[config.mk]
export PLATFORM = sky130hd
export DESIGN_NAME = pump_scheduler_flat
export DESIGN_NICKNAME = d
export VERILOG_FILES = /design/src/rtl/pump_scheduler_if.sv /design/src/rtl/pump_scheduler.sv /design/src/flat_wrapper.sv
export SDC_FILE = /design/constraint.sdc
export NUM_CORES = 1
export LEC_CHECK = 0
export ABC_AREA = 1
export CORE_MARGIN = 2
export CORE_UTILIZATION = 39
export CTS_CLUSTER_DIAMETER = 30
export CTS_CLUSTER_SIZE = 30
export DETAILED_ROUTE_END_ITERATION = 7
export SLEW_MARGIN = 20
export SYNTH_ARGS = -nofsm -noshare
export SYNTH_HDL_FRONTEND = slang
export SYNTH_SLANG_ARGS = --single-unit
[constraint.sdc]
create_clock -name clk -period 3.9 [get_ports clk]
set_clock_uncertainty 0.15 [all_clocks]
set_input_delay 0.39 -clock clk [delete_from_list [all_inputs] [get_ports clk]]
set_output_delay 0.39 -clock clk [all_outputs]
set_load 0.01 [all_outputs]
[src/rtl/pump_scheduler_if.sv]
// Command/status bundle between the mode controller and the pump session scheduler.
// The controller side issues start/abort pulses and selections; the scheduler side drives pump and LCD status.
interface pump_scheduler_if;
  logic       pump_on;
  logic       pump_off;
  logic [1:0] scent_sel;
  logic [1:0] timer_sel;
  logic [2:0] pump_en;
  logic       active;
  logic       spraying;
  logic [6:0] remain_min;
  logic       done;

  modport master (
    output pump_on, pump_off, scent_sel, timer_sel,
    input  pump_en, active, spraying, remain_min, done
  );

  modport slave (
    input  pump_on, pump_off, scent_sel, timer_sel,
    output pump_en, active, spraying, remain_min, done
  );
endinterface

[src/rtl/pump_scheduler.sv]
// Timed spray/pause session scheduler for one of three scent pumps; outputs update one edge after the command.
// No backpressure: pump_on/pump_off are one-cycle pulses, acted on the edge they are sampled.
module pump_scheduler #(
  parameter int TICKS_PER_SEC = 1_000_000,
  parameter int SPRAY_SEC     = 5,
  parameter int INTERVAL_SEC  = 55
) (
  input logic             clk,
  input logic             reset,
  pump_scheduler_if.slave bus
);

  localparam int TW   = (TICKS_PER_SEC > 1) ? $clog2(TICKS_PER_SEC) : 1;
  localparam int PMAX = (SPRAY_SEC > INTERVAL_SEC) ? SPRAY_SEC : INTERVAL_SEC;
  localparam int PW   = (PMAX > 1) ? $clog2(PMAX) : 1;

  localparam logic [TW-1:0] TICK_LAST  = TW'(TICKS_PER_SEC - 1);
  localparam logic [PW-1:0] SPRAY_LAST = PW'(SPRAY_SEC - 1);
  localparam logic [PW-1:0] PAUSE_LAST = PW'(INTERVAL_SEC - 1);

  typedef enum logic [1:0] {
    IDLE  = 2'd0,
    SPRAY = 2'd1,
    PAUSE = 2'd2
  } state_t;

  state_t        state, state_nxt;
  logic [TW-1:0] tick_cnt, tick_nxt;
  logic [5:0]    sec_cnt, sec_nxt;
  logic [PW-1:0] phase_cnt, phase_nxt;
  logic [6:0]    remain, remain_nxt;
  logic [1:0]    idx, idx_nxt;
  logic [2:0]    pump_en_nxt;
  logic          done_nxt;
  logic          sec_tick;
  logic          min_tick;
  logic [1:0]    scent_idx;
  logic [6:0]    load_min;

  assign sec_tick  = (tick_cnt == TICK_LAST);
  assign min_tick  = sec_tick && (sec_cnt == 6'd59);
  assign scent_idx = (bus.scent_sel == 2'd3) ? 2'd0 : bus.scent_sel;

  always_comb begin
    load_min = 7'd30;
    case (bus.timer_sel)
      2'd1:    load_min = 7'd60;
      2'd2:    load_min = 7'd120;
      default: load_min = 7'd30;
    endcase
  end

  always_comb begin
    state_nxt  = state;
    tick_nxt   = tick_cnt;
    sec_nxt    = sec_cnt;
    phase_nxt  = phase_cnt;
    remain_nxt = remain;
    idx_nxt    = idx;
    done_nxt   = 1'b0;

    if (bus.pump_off) begin
      state_nxt  = IDLE;
      tick_nxt   = '0;
      sec_nxt    = '0;
      phase_nxt  = '0;
      remain_nxt = '0;
    end else if (bus.pump_on) begin
      state_nxt  = SPRAY;
      tick_nxt   = '0;
      sec_nxt    = '0;
      phase_nxt  = '0;
      remain_nxt = load_min;
      idx_nxt    = scent_idx;
    end else if (state != IDLE) begin
      tick_nxt = sec_tick ? '0 : tick_cnt + TW'(1);
      if (sec_tick) begin
        sec_nxt   = (sec_cnt == 6'd59) ? 6'd0 : sec_cnt + 6'd1;
        phase_nxt = phase_cnt + PW'(1);
      end
      if (min_tick) begin
        remain_nxt = remain - 7'd1;
      end
      // Expiry wins over a phase change landing on the same second.
      if (min_tick && remain == 7'd1) begin
        state_nxt = IDLE;
        done_nxt  = 1'b1;
        tick_nxt  = '0;
        sec_nxt   = '0;
        phase_nxt = '0;
      end else if (sec_tick) begin
        if (state == SPRAY && phase_cnt == SPRAY_LAST) begin
          state_nxt = PAUSE;
          phase_nxt = '0;
        end else if (state == PAUSE && phase_cnt == PAUSE_LAST) begin
          state_nxt = SPRAY;
          phase_nxt = '0;
          idx_nxt   = scent_idx;
        end
      end
    end

    pump_en_nxt = (state_nxt == SPRAY) ? (3'b001 << idx_nxt) : 3'b000;
  end

  always_ff @(posedge clk) begin
    if (!reset) begin
      state        <= IDLE;
      tick_cnt     <= '0;
      sec_cnt      <= '0;
      phase_cnt    <= '0;
      remain       <= '0;
      idx          <= '0;
      bus.pump_en  <= 3'b000;
      bus.active   <= 1'b0;
      bus.spraying <= 1'b0;
      bus.done     <= 1'b0;
    end else begin
      state        <= state_nxt;
      tick_cnt     <= tick_nxt;
      sec_cnt      <= sec_nxt;
      phase_cnt    <= phase_nxt;
      remain       <= remain_nxt;
      idx          <= idx_nxt;
      bus.pump_en  <= pump_en_nxt;
      bus.active   <= (state_nxt != IDLE);
      bus.spraying <= (state_nxt == SPRAY);
      bus.done     <= done_nxt;
    end
  end

  assign bus.remain_min = remain;

endmodule

[src/flat_wrapper.sv]
// flat-port wrapper written by rule: the top's interface ports become plain ports
module pump_scheduler_flat 
#(
  parameter int TICKS_PER_SEC = 1_000_000,
  parameter int SPRAY_SEC     = 5,
  parameter int INTERVAL_SEC  = 55
)
  (clk, reset, bus_pump_on, bus_pump_off, bus_scent_sel, bus_timer_sel, bus_pump_en, bus_active, bus_spraying, bus_remain_min, bus_done);
  pump_scheduler_if bus_i ();
  input logic clk;
  input logic reset;
  input wire logic [$bits(bus_i.pump_on)-1:0] bus_pump_on;
  input wire logic [$bits(bus_i.pump_off)-1:0] bus_pump_off;
  input wire logic [$bits(bus_i.scent_sel)-1:0] bus_scent_sel;
  input wire logic [$bits(bus_i.timer_sel)-1:0] bus_timer_sel;
  output wire logic [$bits(bus_i.pump_en)-1:0] bus_pump_en;
  output wire logic [$bits(bus_i.active)-1:0] bus_active;
  output wire logic [$bits(bus_i.spraying)-1:0] bus_spraying;
  output wire logic [$bits(bus_i.remain_min)-1:0] bus_remain_min;
  output wire logic [$bits(bus_i.done)-1:0] bus_done;
  assign bus_i.pump_on = bus_pump_on;
  assign bus_i.pump_off = bus_pump_off;
  assign bus_i.scent_sel = bus_scent_sel;
  assign bus_i.timer_sel = bus_timer_sel;
  assign bus_pump_en = bus_i.pump_en;
  assign bus_active = bus_i.active;
  assign bus_spraying = bus_i.spraying;
  assign bus_remain_min = bus_i.remain_min;
  assign bus_done = bus_i.done;
  pump_scheduler #(.TICKS_PER_SEC(TICKS_PER_SEC), .SPRAY_SEC(SPRAY_SEC), .INTERVAL_SEC(INTERVAL_SEC)) u_core (.clk(clk), .reset(reset), .bus(bus_i));
endmodule
==> impl_metrics.csv <==
group,metric,value,unit
setup_path,crit_type,"in -> reg",
grt,grt_max_degree,16,
drt,postRouteAntennaNets,0,
layout,diodes,0,
placement,dp_slack,1.14,ns
drt,avgRoutedWirePerCell,11.9,um
synthesis,ys_types,37,
pwr,comb_power_share,7.5,%
synthesis,ys_warn_count,0,
min_path,hold_depth,2,
pwr,swShare,24.2,%
drt,drtIter0Drc,96,
placement,gp_congestion,0.842,
layout,final-seq-area,981,um^2
synthesis,syn_inst,388,
timing,setup_ws,1.50,ns
synthesis,synth_fp_nets,405,
pwr,p_int,0.661,mW
setup_path,worst_path_largest_cell_delay,0.47,ns
layout,multi_input_area,0.00149,mm^2
setup_path,cp_max_fo,15,
layout,fill_cells,722,
layout,final_cell_area,0.00309,mm^2
grt,antenna_found_initial,0,
timing,fin_crit_sh,61.4,%
setup_path,arrival,2.49,ns
clocking,postCtsSetupBuffers,0,
timing,finalHoldViolCount,0,
timing,finalSetupTns,0,ns
min_path,hp-class,"reg -> reg",
drt,via_per_inst,4.93,
pwr,p_leak,1.28,nW
pwr,p_per_area,282,mW/mm^2
clocking,path_clk_slew,0.09,ns
clocking,hold_buffers,0,
setup_path,start_kind,"input pin",
clocking,post_cts_resized,0,
pwr,ir_drop,121,uV
clocking,cts_tree,"yes",
layout,final_common_cell,"nand2_1",
outcome,status,"finished clean",
timing,setup_viol,0,
timing,min_period,2.40,ns
timing,rsz0062_at_grt,"no",
min_path,hp-start,"u_core.sec_cnt[0]$_SDFFE_PP0P_",
setup_path,crit_required,3.99,ns
flow_run,drv_cap,0,
clocking,cts.sinks,49,
placement,numPortBuffers,20,
setup_path,reg2reg_from,"u_core.tick_cnt[0]$_SDFFE_PP0N_",
grt,grtUsageTotal,16.9,%
setup_path,worstPathCellList,"clkdlybuf4s50_1 > inv_1 > nor2_1 > inv_1 > nor2_1 > nand2_1 > inv_1 > o21ai_0 > a21oi_1",
pwr,p_switching,0.212,mW
drt,drtPass1Iterations,4,
timing,drv_slew,0,
timing,whs,0.339,ns
drt,routed_wl,5870,um
synthesis,ys_seq_area_share,36.2,%
clocking,cts_buffers,5,
die,start_util,40.1,%
grt,grt_pass1_wl,10300,um
pwr,clock_power_share,33.9,%
clocking,ctsRootBufferMaster,"clkbuf_8",
die,dieArea,0.00763,mm^2
synthesis,syn_avg_cell_area,6.98,um^2
grt,grt_overflow,0,
layout,mostFrequentLayoutCells,"nand2_1, nor2_1, inv_1",
drt,route.detailed.drc,0,
synthesis,synth.cell_area,0.00271,mm^2
layout,layout.nets,431,
setup_path,endpoint_kind,"flip-flop",
pwr,power.share.sequential,58.6,%
synthesis,ys_ff_latch,49,
setup_path,cpMaxStageDelayCell,"clkdlybuf4s50_1",
placement,place_area,0.00301,mm^2
die,die_width,87.3,um
die,ioPinCount,21,
placement,dp_hpwl,4580,um
setup_path,crit_top_cell,"inv_1",
timing,relSlewSlack,68.2,%
setup_path,r2r_cells,8,
clocking,clk_path_buf_depth,2,
die,coreArea,0.00676,mm^2
layout,syn_to_final_growth,14.1,%
die,rows,30,
setup_path,rrSetupSlack,1.66,ns
timing,clock.fmax,0.417,GHz
setup_path,worstReg2RegEnd,"u_core.sec_cnt[1]$_SDFFE_PP0P_",
grt,first_global_vias,2276,
drt,num_vias,2441,
min_path,worstHoldEndpoint,"u_core.sec_cnt[0]$_SDFFE_PP0P_",
timing,tightestPinTransition,0.476,ns
layout,drive_gt1_share,7.23,%
die,chipHeight,87.3,um
clocking,htree_num_levels,2,
clocking,clock_latency,0.30,ns
layer usage:
| layer | track usage [%] | part of all wire [%] |
|---|---|---|
| met3 | 3.41 | 3.2 |
| met5 | 0 | 0 |
| met2 | 27.2 | 45 |
| met4 | 4.90 | 0.95 |
| met1 | 22.8 | 51 |
logic make-up (layout without fill, tap and decap cells):
kind of cell | Yosys count | after routing | share of synthesized area (%)
flip-flops | 49 | 49 | 36.2
AND/OR/NAND/NOR | 206 | 206 | 36.6
buffers and inverters | 62 | 89 | 8.68
AO/OA/AOI/OAI | 52 | 52 | 11.1
adder cells (fa/ha/maj) | 9 | 9 | 4.16
XOR/XNOR | 10 | 10 | 3.23
per-stage QoR:
| stage | std cells | util [%] | total power [mW] |
|---|---|---|---|
| global placement | 487 | 44.5 | 0.588 |
| global route | 495 | 45.7 | 0.915 |
| floorplan | 388 | - | 0.560 |
| detailed placement | 487 | 44.5 | 0.589 |
| finish | 495 | 45.7 | 0.873 |
| CTS | 495 | 45.7 | 0.885 |
worst max-delay path: cells and delay by family:
kind,cells,cell delay (ns)
AOI/OAI and AO/OA,2,0.22
buffers and inverters,4,0.92
and+or+nand+nor,3,0.95
Yosys cell counts (all sizes together):
| cell type | number | area, um^2 |
|---|---|---|
| nor2 | 70 | 323 |
| a22o | 1 | 8.76 |
| o21a | 1 | 7.51 |
| nand2 | 84 | 333 |
| ha | 9 | 113 |
| nand4 | 10 | 77.6 |
| or2 | 2 | 12.5 |
| a21o | 1 | 7.51 |
| a221oi | 1 | 8.76 |
| a31oi | 7 | 43.8 |
| xor2 | 6 | 52.6 |
| inv | 60 | 225 |
| a41oi | 1 | 8.76 |
| buf | 2 | 10.0 |
| o21ai | 15 | 75.1 |
| nor4 | 2 | 12.5 |
| xnor2 | 4 | 35.0 |
| a211oi | 3 | 22.5 |
| a21oi | 19 | 95.1 |
| nand3b | 1 | 7.51 |
| o211ai | 3 | 22.5 |
| dfxtp | 49 | 981 |
| nor3b | 2 | 15.0 |
| nand3 | 21 | 120 |
| nor3 | 14 | 91.3 |
final cells by class:
| type | instances | area share (%) |
|---|---|---|
| Multi-Input combinational cell | 277 | 48.3 |
| Sequential cell | 49 | 31.7 |
| Inverter | 60 | 7.29 |
| Timing Repair Buffer | 21 | 6.72 |
| Tap cell | 80 | 3.24 |
| Clock buffer | 7 | 2.47 |
| Clock inverter | 1 | 0.243 |
worst max path at each step:
stage	from	to	slack, ns
after global routing	reset	u_core.tick_cnt[9]$_SDFFE_PP0N_	1.24
after detailed placement	reset	u_core.tick_cnt[12]$_SDFFE_PP0N_	1.14
after CTS	reset	u_core.tick_cnt[12]$_SDFFE_PP0N_	1.47
final	reset	u_core.tick_cnt[9]$_SDFFE_PP0N_	1.50
after floorplan	u_core.tick_cnt[0]$_SDFFE_PP0N_	u_core.tick_cnt[18]$_SDFFE_PP0N_	2.10
after global placement	reset	u_core.tick_cnt[9]$_SDFFE_PP0N_	1.19
power by group through the flow:
| stage | Clock [mW] | Combinational [mW] | Sequential (mW) |
|---|---|---|---|
| floorplan | 0 | 0.0360 | 0.524 |
| global placement | 0 | 0.0652 | 0.523 |
| detailed placement | 0 | 0.0657 | 0.523 |
| CTS | 0.308 | 0.0659 | 0.511 |
| global route | 0.329 | 0.0742 | 0.512 |
| finish | 0.296 | 0.0651 | 0.511 |
flip-flops by register name (all words and copies together) (netlist names):
name                   count
u_core.tick_cnt           20
u_core.bus.remain_min      7
u_core.phase_cnt           6
u_core.sec_cnt             6
u_core.bus.pump_en         3
u_core.idx                 2
u_core.state               2
u_core.bus.active          1
u_core.bus.done            1
u_core.bus.spraying        1
(Power assumes the default switching activity.)
==> patch 1 (same settings) <==
The 3 states of `state_t` get a one-hot encoding in 3 bits.
--- a/src/rtl/pump_scheduler.sv
+++ b/src/rtl/pump_scheduler.sv
@@ -19,8 +19,8 @@
   localparam logic [PW-1:0] PAUSE_LAST = PW'(INTERVAL_SEC - 1);
 
-  typedef enum logic [1:0] {
-    IDLE  = 2'd0,
-    SPRAY = 2'd1,
-    PAUSE = 2'd2
+  typedef enum logic [2:0] {
+    IDLE  = 3'b001,
+    SPRAY = 3'b010,
+    PAUSE = 3'b100
   } state_t;
 
Formal check against the unedited RTL: same outputs for any inputs over 10 cycles, from zero or initial values and one cycle with reset low; not proved beyond that.
==> patch 1 against the original RTL <==
- clock power rose by 7.4%
- largest power group unchanged
- setup slack improved by 110 ps
- design area rose by 4.9%
- core utilization fell by 0.54 points
- critical path depth rose by 2
- count of clock-buffer cells in the layout fell by 1
- register-to-register slack got worse by 50 ps
- synthesized cell count rose by 1.5%
- power rose by 4.3%
- sequential cell count rose by 1
- synthesized area rose by 5.7%
- routed wire length rose by 2.1%
==> patch 1: results (changes against the original RTL) <==
met3 WL=152 um (-19%); Finished Layout Cells=517 (+4.4%); dpl hpwl=4664 um (+1.9%); Crit Path Max Fanout=12 (-3); Synth top cells by count=63 x nand2_1, 52 x nor2_1, 50 x dfxtp_1, 43 x inv_1, 28 x nand3_1; status=complete, no violations; initial antenna violation count=0 (unchanged); Total Routing Usage GR=16.17% (-0.73 points); CP arrival=2330 ps (-160 ps); M1 GR Usage=24.37% (+1.5 points); crit path from=u_core.state[0]; Nets=434 (+0.70%); critical path endpoint=u_core.tick_cnt[15]; post-synth net total=411 (+1.5%); Synth area leaders=dfxtp_1 35%, nand2_1 8.3%, nor2_1 6.8%; met2 wire length=2573 um (-3.1%); FMAX=436.8 MHz (+4.7%); EDFF count, synth=0 (unchanged); worst hold path type=flop to flop; worst-skew pair later-pin latency=300 ps (about the same); post-synth cell types=42 (+14%); global-route wire length before repair=10230 um (-0.48%); port buffer count=20 (unchanged); worst reg-to-reg setup slack=1610 ps (-50 ps); max reg flops=20 (unchanged); clock root buffer=clkbuf_8; clk buf depth=2 (unchanged); DP Cell Count=509 (+4.5%); Sw Share=24.49% (+0.24 points); r2r worst-path depth=11 (+3); Post-Syn Instances=394 (+1.5%); post-DR wirelength/cell=11.59 um (-2.3%); met1 wire length=3226 um (+8.6%); M2 GR Usage=23.60% (-3.6 points); Num CTS Buffers=5 (unchanged); fillers=765 (+6.0%); register area share after synthesis=34.97% (-1.2 points); DR iter-0 viols=70 (-27%); GP Congestion=0.8363 (-0.62%); relative slew slack=71.63% (+3.4 points); vias post-DR=2467 (+1.1%); Worst VDD drop=0.2064 mV (+70%); pre-CTS setup slack=1342 ps (+197.6 ps); share of layout cells above drive strength 1=15.07% (+7.8 points); Area after DPL=3148 um2 (+4.7%); drt pass-1 iters=4 (unchanged); leakage=0.001175 uW (-7.9%); # diodes=0 (unchanged); GR Util met3=3.382% (-0.030 points); vias in the first global route=2188 (-3.9%); Synth Warn #=0 (unchanged); post-cts sizing count=0 (unchanged)
-- patch 1: area by class of cell --
type                    count  area [um2]  area share, %
flip-flops and latches     50        1001          30.86
clock buffers               6       82.58          2.546
clock inverters             2       12.51         0.3858
multi-input cells         284        1600          49.34
inverters                  55       215.2          6.636
repair buffers             21       207.7          6.404
well taps                  99       123.9          3.819
-- patch 1: critical path, cell delays in order, from the launching register on --
cell and delay [ps]:
dfxtp_1 310, inv_1 130, nor3_2 50, buf_4 180, inv_1 340, nand3_1 190, nor2_2 190, nand3_2 150
nor2_4 180, nand3_1 80, o21ai_0 180, nor2_1 60
-- patch 1: how the worst min path moves through the flow --
stage                         from             endpoint  slack [ps]  cells after the start
6_report        u_core.tick_cnt[0]   u_core.tick_cnt[0]         340                      2
5_1_grt         u_core.tick_cnt[0]   u_core.tick_cnt[0]         360                      2
4_1_cts         u_core.tick_cnt[0]   u_core.tick_cnt[0]         350                      2
3_5_place_dp    u_core.tick_cnt[0]   u_core.tick_cnt[0]         330                      2
3_3_place_gp    u_core.tick_cnt[0]   u_core.tick_cnt[0]         320                      2
2_1_floorplan  u_core.tick_cnt[12]  u_core.tick_cnt[12]         310                      1
-- patch 1: cell families after synthesis --
kind of cell / share of synthesized area, %
AO/OA/AOI/OAI: 10.23
buffers and inverters: 9.134
adder cells (fa/ha/maj): 3.934
flip-flops: 34.97
AND/OR/NAND/NOR: 37.15
XOR/XNOR: 4.589
-- patch 1: power groups by stage --
stage,combinational (uW),sequential [uW],clock [uW]
CTS,72.9,520,329
floorplan,47.5,533,0
detailed placement,72.4,532,0
global placement,72.7,532,0
finish,72.3,520,318
global route,82.6,521,348
==> patch 2 (same flow settings) <==
Without the edit above. `SPRAY_SEC` is set to 5 in 2 places; all go to 10.
--- a/src/rtl/pump_scheduler.sv
+++ b/src/rtl/pump_scheduler.sv
@@ -3,5 +3,5 @@
 module pump_scheduler #(
   parameter int TICKS_PER_SEC = 1_000_000,
-  parameter int SPRAY_SEC     = 5,
+  parameter int SPRAY_SEC     = 10,
   parameter int INTERVAL_SEC  = 55
 ) (
--- a/src/flat_wrapper.sv
+++ b/src/flat_wrapper.sv
@@ -3,5 +3,5 @@
 #(
   parameter int TICKS_PER_SEC = 1_000_000,
-  parameter int SPRAY_SEC     = 5,
+  parameter int SPRAY_SEC     = 10,
   parameter int INTERVAL_SEC  = 55
 )
Function: same outputs for any inputs over 10 cycles, from zero or initial values and one cycle with reset low; that may be too few to reach the edited logic, so the function may still have changed.
==> patch 2 against the original RTL <==
- largest power group unchanged
- routed wire length grew 2.4%
- sequential cell count is the same
- setup slack gained 120 ps
- combinational power shrank 2%
- synthesized area shrank 0.55%
- design area grew 0.24%
- non-clock buffer count is the same
- power grew 9.8%
- clock power grew 30%
- worst hold slack lost 7.8 ps
==> patch 2: results (changes against the original RTL) <==
GP Congestion=0.8308 (-1.3%); Synth area leaders=dfxtp_1 36%, nand2_1 11%, nor2_1 9.9%; fillers=727 (+0.69%); pre-CTS setup slack=1290 ps (+145.6 ps); Final Routed Wirelength=6012 um (+2.4%); slowest stage delay, CP=450 ps (-20 ps); Crit Path Max Fanout=14 (-1); DR iter-0 viols=80 (-17%); leakage=0.001269 uW (-0.59%); M2 GR Usage=29.63% (+2.4 points); status=complete, no violations; Nets=441 (+2.3%); M1 GR Usage=21.39% (-1.4 points); vias post-DR=2506 (+2.7%); final cycle utilization of the critical path=58.31% (-3.1 points); post-synth cell types=35 (-5.4%); via density per instance=4.962 (+0.63%); GR Util met3=4.645% (+1.2 points); Worst VDD drop=0.1515 mV (+25%); global-route wire length before repair=10500 um (+2.2%); drt pass-1 iters=5 (+1); share of layout cells above drive strength 1=5.647% (-1.6 points); register area share after synthesis=36.41% (+0.20 points); Synth top cells by count=79 x nand2_1, 71 x nor2_1, 57 x inv_1, 49 x dfxtp_1, 25 x nand3_1; post-synth net total=418 (+3.2%); vias in the first global route=2428 (+6.7%); worst reg-to-reg setup slack=1630 ps (-30 ps); CP arrival=2370 ps (-120 ps); DP Cell Count=497 (+2.1%); Pint=741.9 uW (+12%); dpl hpwl=4586 um (+0.19%); largest net degree at the start of global routing=15 (-1)
[patch 2: cells by family after synthesis]
logic type                 after synthesis  share of synthesized area [%]
AOI/OAI and AO/OA                       48                          9.987
and+or+nand+nor                        222                          37.72
adders and majority gates                9                          4.180
xor gates and xnor gates                 8                          2.601
DFF                                     49                          36.41
buffers and inverters                   65                          9.103
[patch 2: final timing paths]
path	endpoint	start	cells after the start
worst max-delay path	u_core.tick_cnt[16]	reset	8
worst min-delay path	u_core.sec_cnt[4]	u_core.sec_cnt[4]	1
worst max register to register	u_core.tick_cnt[16]	u_core.tick_cnt[0]	9
worst min register to register	u_core.sec_cnt[4]	u_core.sec_cnt[4]	1
[patch 2: area by class of cell]
class	count	share of cell area [%]
repair buffers	21	6.704
flip-flops and latches	49	31.66
inverters	60	7.270
multi-input cells	287	47.37
well taps	80	3.231
clock buffers	7	2.787
clock inverters	1	0.9693
[patch 2: layer usage]
layer  vias up  part of all wire (%)
met2        33                    46
met5         -                     0
li1       1335                     -
met3         7                   3.6
met1      1131                    49
met4         0                   1.0
[patch 2: power groups by stage]
stage / Clock, uW / Sequential, uW / Combinational, uW
final: 384 / 510 / 63.8
after global routing: 415 / 512 / 72.3
after CTS: 397 / 511 / 64.3
after detailed placement: 0 / 522 / 64.0
after global placement: 0 / 522 / 64.1
after floorplan: 0 / 524 / 35.4
[patch 2: per-stage QoR]
stage	power, uW	hold WS, ps	utilization [%]	area [um2]
floorplan	559.1	286.6	-	2694
global placement	586.4	300.2	44.13	2982
detailed placement	586.4	315.6	44.13	2982
CTS	972.4	331.1	45.85	3098
global route	999.0	352.7	45.85	3098
finish	958.2	331.1	45.85	3098
